$ cat src/rtl/remote_comm.sv
// Host-side command UART: sends a 16-bit command as two 8N1 bytes (high first), receives 8-bit responses.
// Optional response timeout counter is built when RESP_TIMEOUT_EN is defined.
module remote_comm #(
    parameter int unsigned BAUD_DIV    = 2604,
    parameter int unsigned TIMEOUT_CYC = 500000
) (
    input  logic        clk,
    input  logic        rst,
    input  logic        snd_cmd,
    input  logic [15:0] cmd,
    input  logic        RX,
    input  logic        clr_resp_rdy,
    output logic        TX,
    output logic        busy,
    output logic        cmd_sent,
    output logic [7:0]  resp,
    output logic        resp_rdy,
    output logic        resp_timeout
);

    localparam int unsigned    BW        = $clog2(BAUD_DIV);
    localparam logic [BW-1:0]  BAUD_LAST = BW'(BAUD_DIV - 1);
    localparam logic [BW-1:0]  HALF_LAST = BW'(BAUD_DIV / 2 - 1);

    typedef enum logic [1:0] {TX_IDLE, TX_HIGH, TX_LOW} tx_state_t;
    typedef enum logic [1:0] {RX_IDLE, RX_START, RX_DATA, RX_STOP} rx_state_t;

    // ---------------- transmit path ----------------
    tx_state_t      r_tx_state, w_tx_state_nxt;
    logic [BW-1:0]  r_tx_baud, w_tx_baud_nxt;
    logic [3:0]     r_tx_bit, w_tx_bit_nxt;
    logic [15:0]    r_cmd, w_cmd_nxt;
    logic           r_tx, w_tx_nxt;
    logic           r_busy, w_busy_nxt;
    logic           r_cmd_sent, w_sent_nxt;
    logic           w_tx_done;
    logic [7:0]     w_tx_byte;

    always_ff @(posedge clk) begin
        if (rst) begin
            r_tx_state <= TX_IDLE;
            r_tx_baud  <= '0;
            r_tx_bit   <= '0;
            r_cmd      <= '0;
            r_tx       <= 1'b1;
            r_busy     <= 1'b0;
            r_cmd_sent <= 1'b0;
        end else begin
            r_tx_state <= w_tx_state_nxt;
            r_tx_baud  <= w_tx_baud_nxt;
            r_tx_bit   <= w_tx_bit_nxt;
            r_cmd      <= w_cmd_nxt;
            r_tx       <= w_tx_nxt;
            r_busy     <= w_busy_nxt;
            r_cmd_sent <= w_sent_nxt;
        end
    end

    // TX is registered: the next line level is chosen one cycle ahead of each bit boundary
    always_comb begin
        w_tx_state_nxt = r_tx_state;
        w_tx_baud_nxt  = r_tx_baud;
        w_tx_bit_nxt   = r_tx_bit;
        w_cmd_nxt      = r_cmd;
        w_tx_nxt       = r_tx;
        w_busy_nxt     = r_busy;
        w_sent_nxt     = r_cmd_sent;
        w_tx_done      = 1'b0;
        w_tx_byte      = (r_tx_state == TX_LOW) ? r_cmd[7:0] : r_cmd[15:8];
        case (r_tx_state)
            TX_IDLE: begin
                w_tx_nxt = 1'b1;
                if (snd_cmd) begin
                    w_cmd_nxt      = cmd;
                    w_tx_state_nxt = TX_HIGH;
                    w_tx_baud_nxt  = '0;
                    w_tx_bit_nxt   = '0;
                    w_tx_nxt       = 1'b0;
                    w_busy_nxt     = 1'b1;
                    w_sent_nxt     = 1'b0;
                end
            end
            TX_HIGH, TX_LOW: begin
                if (r_tx_baud == BAUD_LAST) begin
                    w_tx_baud_nxt = '0;
                    if (r_tx_bit == 4'd9) begin
                        w_tx_bit_nxt = '0;
                        if (r_tx_state == TX_HIGH) begin
                            w_tx_state_nxt = TX_LOW;
                            w_tx_nxt       = 1'b0;
                        end else begin
                            w_tx_state_nxt = TX_IDLE;
                            w_tx_nxt       = 1'b1;
                            w_busy_nxt     = 1'b0;
                            w_sent_nxt     = 1'b1;
                            w_tx_done      = 1'b1;
                        end
                    end else begin
                        w_tx_bit_nxt = r_tx_bit + 4'd1;
                        w_tx_nxt     = (r_tx_bit < 4'd8) ? w_tx_byte[r_tx_bit[2:0]] : 1'b1;
                    end
                end else begin
                    w_tx_baud_nxt = r_tx_baud + 1'b1;
                end
            end
            default: begin
                w_tx_state_nxt = TX_IDLE;
                w_tx_nxt       = 1'b1;
                w_busy_nxt     = 1'b0;
            end
        endcase
    end

    assign TX       = r_tx;
    assign busy     = r_busy;
    assign cmd_sent = r_cmd_sent;

    // ---------------- receive path ----------------
    logic           r_rx_s1, r_rx_s2, r_rx_s3;
    rx_state_t      r_rx_state, w_rx_state_nxt;
    logic [BW-1:0]  r_rx_baud, w_rx_baud_nxt;
    logic [3:0]     r_rx_bit, w_rx_bit_nxt;
    logic [7:0]     r_rx_shift, w_rx_shift_nxt;
    logic [7:0]     r_resp, w_resp_nxt;
    logic           r_resp_rdy, w_rdy_nxt;
    logic           w_rx_fall;
    logic           w_rx_set;

    always_ff @(posedge clk) begin
        if (rst) begin
            r_rx_s1    <= 1'b1;
            r_rx_s2    <= 1'b1;
            r_rx_s3    <= 1'b1;
            r_rx_state <= RX_IDLE;
            r_rx_baud  <= '0;
            r_rx_bit   <= '0;
            r_rx_shift <= '0;
            r_resp     <= '0;
            r_resp_rdy <= 1'b0;
        end else begin
            r_rx_s1    <= RX;
            r_rx_s2    <= r_rx_s1;
            r_rx_s3    <= r_rx_s2;
            r_rx_state <= w_rx_state_nxt;
            r_rx_baud  <= w_rx_baud_nxt;
            r_rx_bit   <= w_rx_bit_nxt;
            r_rx_shift <= w_rx_shift_nxt;
            r_resp     <= w_resp_nxt;
            r_resp_rdy <= w_rdy_nxt;
        end
    end

    assign w_rx_fall = r_rx_s3 & ~r_rx_s2;

    always_comb begin
        w_rx_state_nxt = r_rx_state;
        w_rx_baud_nxt  = r_rx_baud;
        w_rx_bit_nxt   = r_rx_bit;
        w_rx_shift_nxt = r_rx_shift;
        w_resp_nxt     = r_resp;
        w_rx_set       = 1'b0;
        case (r_rx_state)
            RX_IDLE: begin
                w_rx_baud_nxt = '0;
                if (w_rx_fall) begin
                    w_rx_state_nxt = RX_START;
                end
            end
            RX_START: begin
                if (r_rx_baud == HALF_LAST) begin
                    w_rx_baud_nxt = '0;
                    w_rx_bit_nxt  = '0;
                    w_rx_state_nxt = r_rx_s2 ? RX_IDLE : RX_DATA;
                end else begin
                    w_rx_baud_nxt = r_rx_baud + 1'b1;
                end
            end
            RX_DATA: begin
                if (r_rx_baud == BAUD_LAST) begin
                    w_rx_baud_nxt  = '0;
                    w_rx_shift_nxt = {r_rx_s2, r_rx_shift[7:1]};
                    if (r_rx_bit == 4'd7) begin
                        w_rx_bit_nxt   = '0;
                        w_rx_state_nxt = RX_STOP;
                    end else begin
                        w_rx_bit_nxt = r_rx_bit + 4'd1;
                    end
                end else begin
                    w_rx_baud_nxt = r_rx_baud + 1'b1;
                end
            end
            RX_STOP: begin
                if (r_rx_baud == BAUD_LAST) begin
                    w_rx_baud_nxt  = '0;
                    w_rx_state_nxt = RX_IDLE;
                    if (r_rx_s2) begin
                        w_resp_nxt = r_rx_shift;
                        w_rx_set   = 1'b1;
                    end
                end else begin
                    w_rx_baud_nxt = r_rx_baud + 1'b1;
                end
            end
            default: begin
                w_rx_state_nxt = RX_IDLE;
                w_rx_baud_nxt  = '0;
            end
        endcase
    end

    // a new byte wins over a simultaneous clear
    assign w_rdy_nxt = w_rx_set ? 1'b1 : (clr_resp_rdy ? 1'b0 : r_resp_rdy);

    assign resp     = r_resp;
    assign resp_rdy = r_resp_rdy;

    // ---------------- response timeout ----------------
`ifdef RESP_TIMEOUT_EN
    localparam int unsigned TW = $clog2(TIMEOUT_CYC + 1);

    logic [TW-1:0] r_to_cnt;
    logic          r_to_run;
    logic          r_timeout;

    always_ff @(posedge clk) begin
        if (rst) begin
            r_to_cnt  <= '0;
            r_to_run  <= 1'b0;
            r_timeout <= 1'b0;
        end else begin
            r_timeout <= 1'b0;
            if (w_tx_done) begin
                r_to_run <= 1'b1;
                r_to_cnt <= '0;
            end else if (r_to_run) begin
                if (w_rx_set || snd_cmd) begin
                    r_to_run <= 1'b0;
                end else if (r_to_cnt == TW'(TIMEOUT_CYC - 1)) begin
                    r_timeout <= 1'b1;
                    r_to_run  <= 1'b0;
                end else begin
                    r_to_cnt <= r_to_cnt + 1'b1;
                end
            end
        end
    end

    assign resp_timeout = r_timeout;
`else
    assign resp_timeout = 1'b0;
`endif

endmodule
$ cat config.mk
export PLATFORM = sky130hd
export DESIGN_NAME = remote_comm
export DESIGN_NICKNAME = d
export VERILOG_FILES = /design/src/rtl/remote_comm.sv
export SDC_FILE = /design/constraint.sdc
export NUM_CORES = 1
export LEC_CHECK = 0
export CAP_MARGIN = 20
export CORE_ASPECT_RATIO = 0.5
export CORE_MARGIN = 4
export CORE_UTILIZATION = 48
export DETAILED_ROUTE_END_ITERATION = 12
export HOLD_SLACK_MARGIN = 0.1
export PLACE_DENSITY = 0.8
export RECOVER_POWER = 100
export SETUP_SLACK_MARGIN = 0.4
export SLEW_MARGIN = 20
export SYNTH_ARGS = -nofsm -noshare
export SYNTH_HDL_FRONTEND = slang
export SYNTH_SLANG_ARGS = --single-unit
$ cat constraint.sdc
create_clock -name clk -period 1.85 [get_ports clk]
set_input_delay 0.4625 -clock clk [delete_from_list [all_inputs] [get_ports clk]]
set_output_delay 0.4625 -clock clk [all_outputs]
set_load 0.02 [all_outputs]
Yosys cells after proc, flatten, opt, wreduce, memory -nomap -nowiden. Index checks and enable logic that the tools add are counted. Widths: inputs -> output; s select.

Bits in registers: 75. Latch bits: 0. Memory bits (writable): 0. Bits in read-only memories: 0. Input port bits: 21. Output and inout port bits: 13. Memories: 0.

Add/subtract/negate cells: 4. $mul: 0. Divide/modulo/power cells: 0. Order comparisons: 2. Eq/ne operators: 19. Shift operators: 0. Mux-type cells: 50. Bitwise logic cells: 2. Reduce and logical (&&, ||, !) cells: 17.

Operator list (number): $mux 12 (4); $pmux 12 s3 (1); $add 12x1->12 const B (2); $eq 12x12->1 const B (2); $mux 4 (6); $pmux 12 s2 (1); $mux 2 (10); $mux 1 (19); $ne 2x2->1 const B (9); $pmux 4 s2 (2); $eq 12x11->1 const B (1); $reduce_and 3->1 (4); $reduce_and 5->1 (2); $add 4x1->4 const B (2); $mux 8 (1); $pmux 2 s4 (1); $eq 2x2->1 const B (3); $pmux 1 s2 (3); $reduce_and 2->1 (3); $reduce_bool 2->1 (3); $eq 2x1->1 const B (2); $eq 4x3->1 const B (1); $eq 4x4->1 const B (1); $logic_not 2->1 (2); 8 further kinds (9).

Logic depth before layout (Yosys ltp).
Word-level depth: 8. Mapped depth: 8. Mapped depth without buffers: 7.

Worst setup path after synthesis. Ideal clock, no wire load.

Path kind: register -> register. Start point: reg r_tx_state[0]. End point: reg r_tx_baud[11]. Setup time: 117 ps. Arrival: 1869 ps. Data required time: 1733 ps. Slack: -136 ps. Stages on the path, launching flop included: 9. Cells stage by stage: dfxtp_1 -> inv_1 -> ha_1 -> nor2b_1 -> or4b_1 -> clkbuf_1 -> nor4_1 -> xnor2_1 -> nor2_1.

Word-level cells in the longest chain between the ends: 4. Elaborated cells on any way between the ends: 8.

Ends and longest elaborated chain: start, declared (line 29) `tx_state_t r_tx_state, w_tx_state_nxt;`; start signal, assigned (line 49) `r_tx_state <= w_tx_state_nxt;`; $eq 2x2->1 or $eq 2x1->1 (tied branches) (line 70) `case (r_tx_state)`; $reduce_or 2->1 (line 70); $reduce_bool 2->1 (no source line); $reduce_and 2->1 (no source line); end signal, assigned (line 50) `r_tx_baud <= w_tx_baud_nxt;`; end, declared (line 30) `logic [BW-1:0] r_tx_baud, w_tx_baud_nxt;`.

Several ways; a longest one is shown, not always the timed one. A chain may end at the register's enable or synchronous reset.

Worst setup path after layout.
Start point: reg r_tx_baud[1]. End point: reg r_tx_state[1].

Word-level cells in the longest chain between the ends: 3.

Ends and longest elaborated chain: $eq 12x12->1 (line 84) `if (r_tx_baud == BAUD_LAST) begin`; $ne 2x2->1 (no source line); $reduce_and 3->1 (no source line).

No other way between the ends.

==> results.cfg <==
[cells_and_area]
layout.nets = 488
syn2layout_area_growth_pct = 39.4
final_cell_count_without_fillers = 554
drive_gt1_share_pct = 29.0
antenna_cells_inserted = 0

[pwr]
power.ir.vdd_worst_mv = 0.535
fin_total_pwr_uw = 4590
power_per_cell_area_nw_per_um2 = 971
power_leakage_uw = 0.00185

[die]
floorplan.core_area_um2 = 6780
design.portCount = 34
die_h_um = 67.4
die_area_um2 = 8550
start_util_pct = 50.0
fp.dieW_um = 127
core.rowCount = 21

[yosys]
synth.top_cell.area_share_pct = 44.3
seq_area_frac_synth_pct = 44.3
synth.top_cells.by_area = dfxtp_1 44%, mux2i_1 6.8%, nor2_1 6.2%
synth_fp_nets = 421
post_synth_most_frequent_cells = 75 x dfxtp_1, 56 x nor2_1, 48 x nand2_1
synth-async-reset-ratio_pct = 0
synthesis.area_per_instance_um2 = 8.69
synth-warning-count = 0
synth_edf_count = 0
synthDistinctLibCells = 51
count_of_state_elements_after_synthesis = 75
yosys.cell_count.top_type = dfxtp_1
largest_area_contributor_in_the_synthesized_netlist = dfxtp_1
dominantRegCellSynth = dfxtp_1
mappedNetlistArea_um2 = 3390
post_synth_inst_count = 390

[place]
place_hpwl_mm = 4.91
number_of_input_and_output_port_buffers_inserted = 32
globalplace.congestion = 0.860
numPlacedInstances = 528

[status]
run_status = complete, but fails checks
violated_checks = negative setup slack

[grt]
maximum_number_of_pins_on_one_net_before_global_route_repair = 23
gr-total-overflow = 0
grt_util_all_layers_pct = 18.7
first_global_vias = 2797
grt_pass1_wl_mm = 12.6
grt_antenna_before_repair = 0

[clock_tree]
clkSlewWorstSetupHoldPaths_ns = 0.06
clock_latency_late_sink_ns = 0.34
cts_buffer_depth = 2
tritoncts.num_buffers = 9
tritoncts = built
cts_num_sinks = 75
htree_levels = 3
clk_root_buffer_cell = clkbuf_16

[route]
viasPerCell = 5.32
detail_route.wl_per_cell_um = 14.3
routed_wirelength_mm = 7.94
dr_drc_count = 0
num_vias = 2949
drt_pre_antenna_iters = 4
drt-initial-drc-count = 201
detail-route-antenna-nets = 0

[min_path]
hold-path-cell-count = 1
holdCritPathClass = reg -> reg
min-delay-start = r_rx_s1

[sta]
max_freq_ghz = 0.532
final_min_period_over_clock_period_pct = 102
setup-tns-final_ns = -0.0617
period_needed_ns = 1.88
slew_violations = 0
setup_viol = 5
fin_ws_ns = -0.0308
unrepaired_setup_endpoints_after_global_routing = true
final.setup_skew_ns = 0.00414
worst_hold_check_slack_ns = 0.431
finalHoldViolations = 0

[worst_setup_path]
regToRegStartpoint = r_tx_baud[1]
path_class = reg -> reg
worst_ep_arrival_ns = 2.15
depth_of_the_most_critical_reg_to_reg_path = 7
worst-endpoint-required_ns = 2.12
critical_path.startpoint = r_tx_baud[1]
maximum_fanout_along_the_worst_path = 3
worst_setup_path_start_kind = flip-flop
timing.critical_path.to_type = flip-flop

[job]
max_cap_viol_count = 0
## critical path, stage by stage, from the launching register on
cell     delay [ns]
dfxtp_2        0.35
ha_4           0.13
or4b_4         0.50
buf_6          0.15
o41ai_4        0.24
buf_4          0.20
nand3_2        0.09
a21oi_1        0.15
## area by class of cell
class	instances	area, um^2
clock buffers	10	239
well taps	92	115
fillers	472	2050
clock inverters	6	136
repair buffers	76	644
multi-input cells	280	2020
flip-flops and latches	75	1510
inverters	15	56.3
## routing by layer
layer | wire (um) | share of wire, % | global-route usage (%)
met1 | 3430 | 43 | 21.2
met5 | 0 | 0 | 0
met3 | 306 | 3.9 | 6.08
met4 | 163 | 2.1 | 9.22
met2 | 4030 | 51 | 32.4
## path summary, 6_finish.rpt
| path | endpoint | slack, ns |
|---|---|---|
| max | r_tx_state[1] | -0.03 |
| min | r_rx_s2 | 0.43 |
| max reg2reg | r_tx_state[1] | -0.03 |
| min reg2reg | r_rx_s2 | 0.43 |
## flip-flops by register name, indices dropped and copies added (netlist names), 2 cells and up, named ones only
register    flops
r_cmd          16
r_rx_baud      12
r_rx_bit        4
r_rx_shift      8
r_tx_baud      12
r_tx_bit        4
r_tx_state      2
resp            8
## cells by family after synthesis
family	synth area share, %
simple gates	24.6
flops	44.3
compound gates	10.4
buf+inv	4.06
mux	8.45
xor+xnor	4.39
fa+ha+maj	3.69
other cells	0.111
## report_power, final
group	total [uW]	switching (uW)	internal, uW	leakage, uW
Clock	2180	690	1490	0.000179
Combinational	689	356	334	0.00106
Sequential	1720	38.6	1680	0.000612
## what timing repair did
action	4_1_cts	5_1_grt
hold buffers	0	0
endpoints found under the setup margin	59	66
pin swaps	15	5
buffers inserted	7	3
gates resized for setup	58	28
## layout by cell type, fill, tap and decap left out, types with 3 or more instances in the layout
master	Yosys	layout
nor3_1	9	8
nand3_1	13	10
clkbuf_16	0	9
clkbuf_2	0	9
nand4_1	7	7
nand3_2	0	3
buf_6	0	6
clkdlybuf4s50_1	0	18
inv_2	0	3
nor2_2	0	5
or3_1	6	5
a21oi_2	0	7
nand2_1	48	47
inv_1	15	12
nand2b_1	3	3
buf_4	1	36
o21ai_0	6	6
bufinv_16	0	4
nor2_1	56	50
ha_4	0	4
ha_1	10	6
dfxtp_2	0	7
a21oi_1	31	24
xor2_1	7	7
xnor2_1	10	10
mux2i_1	23	23
dfxtp_1	75	67
## metrics by stage
stage / util (%) / instance area [um^2] / setup slack [ns]
global route: 69.7 / 4730 / -0.0874
finish: 69.7 / 4730 / -0.0308
global placement: 60.5 / 4100 / -0.322
detailed placement: 60.5 / 4100 / -0.377
floorplan: - / 3520 / -0.0502
CTS: 68.9 / 4670 / -0.0181
Note: power is estimated with default switching activity, not from simulation.
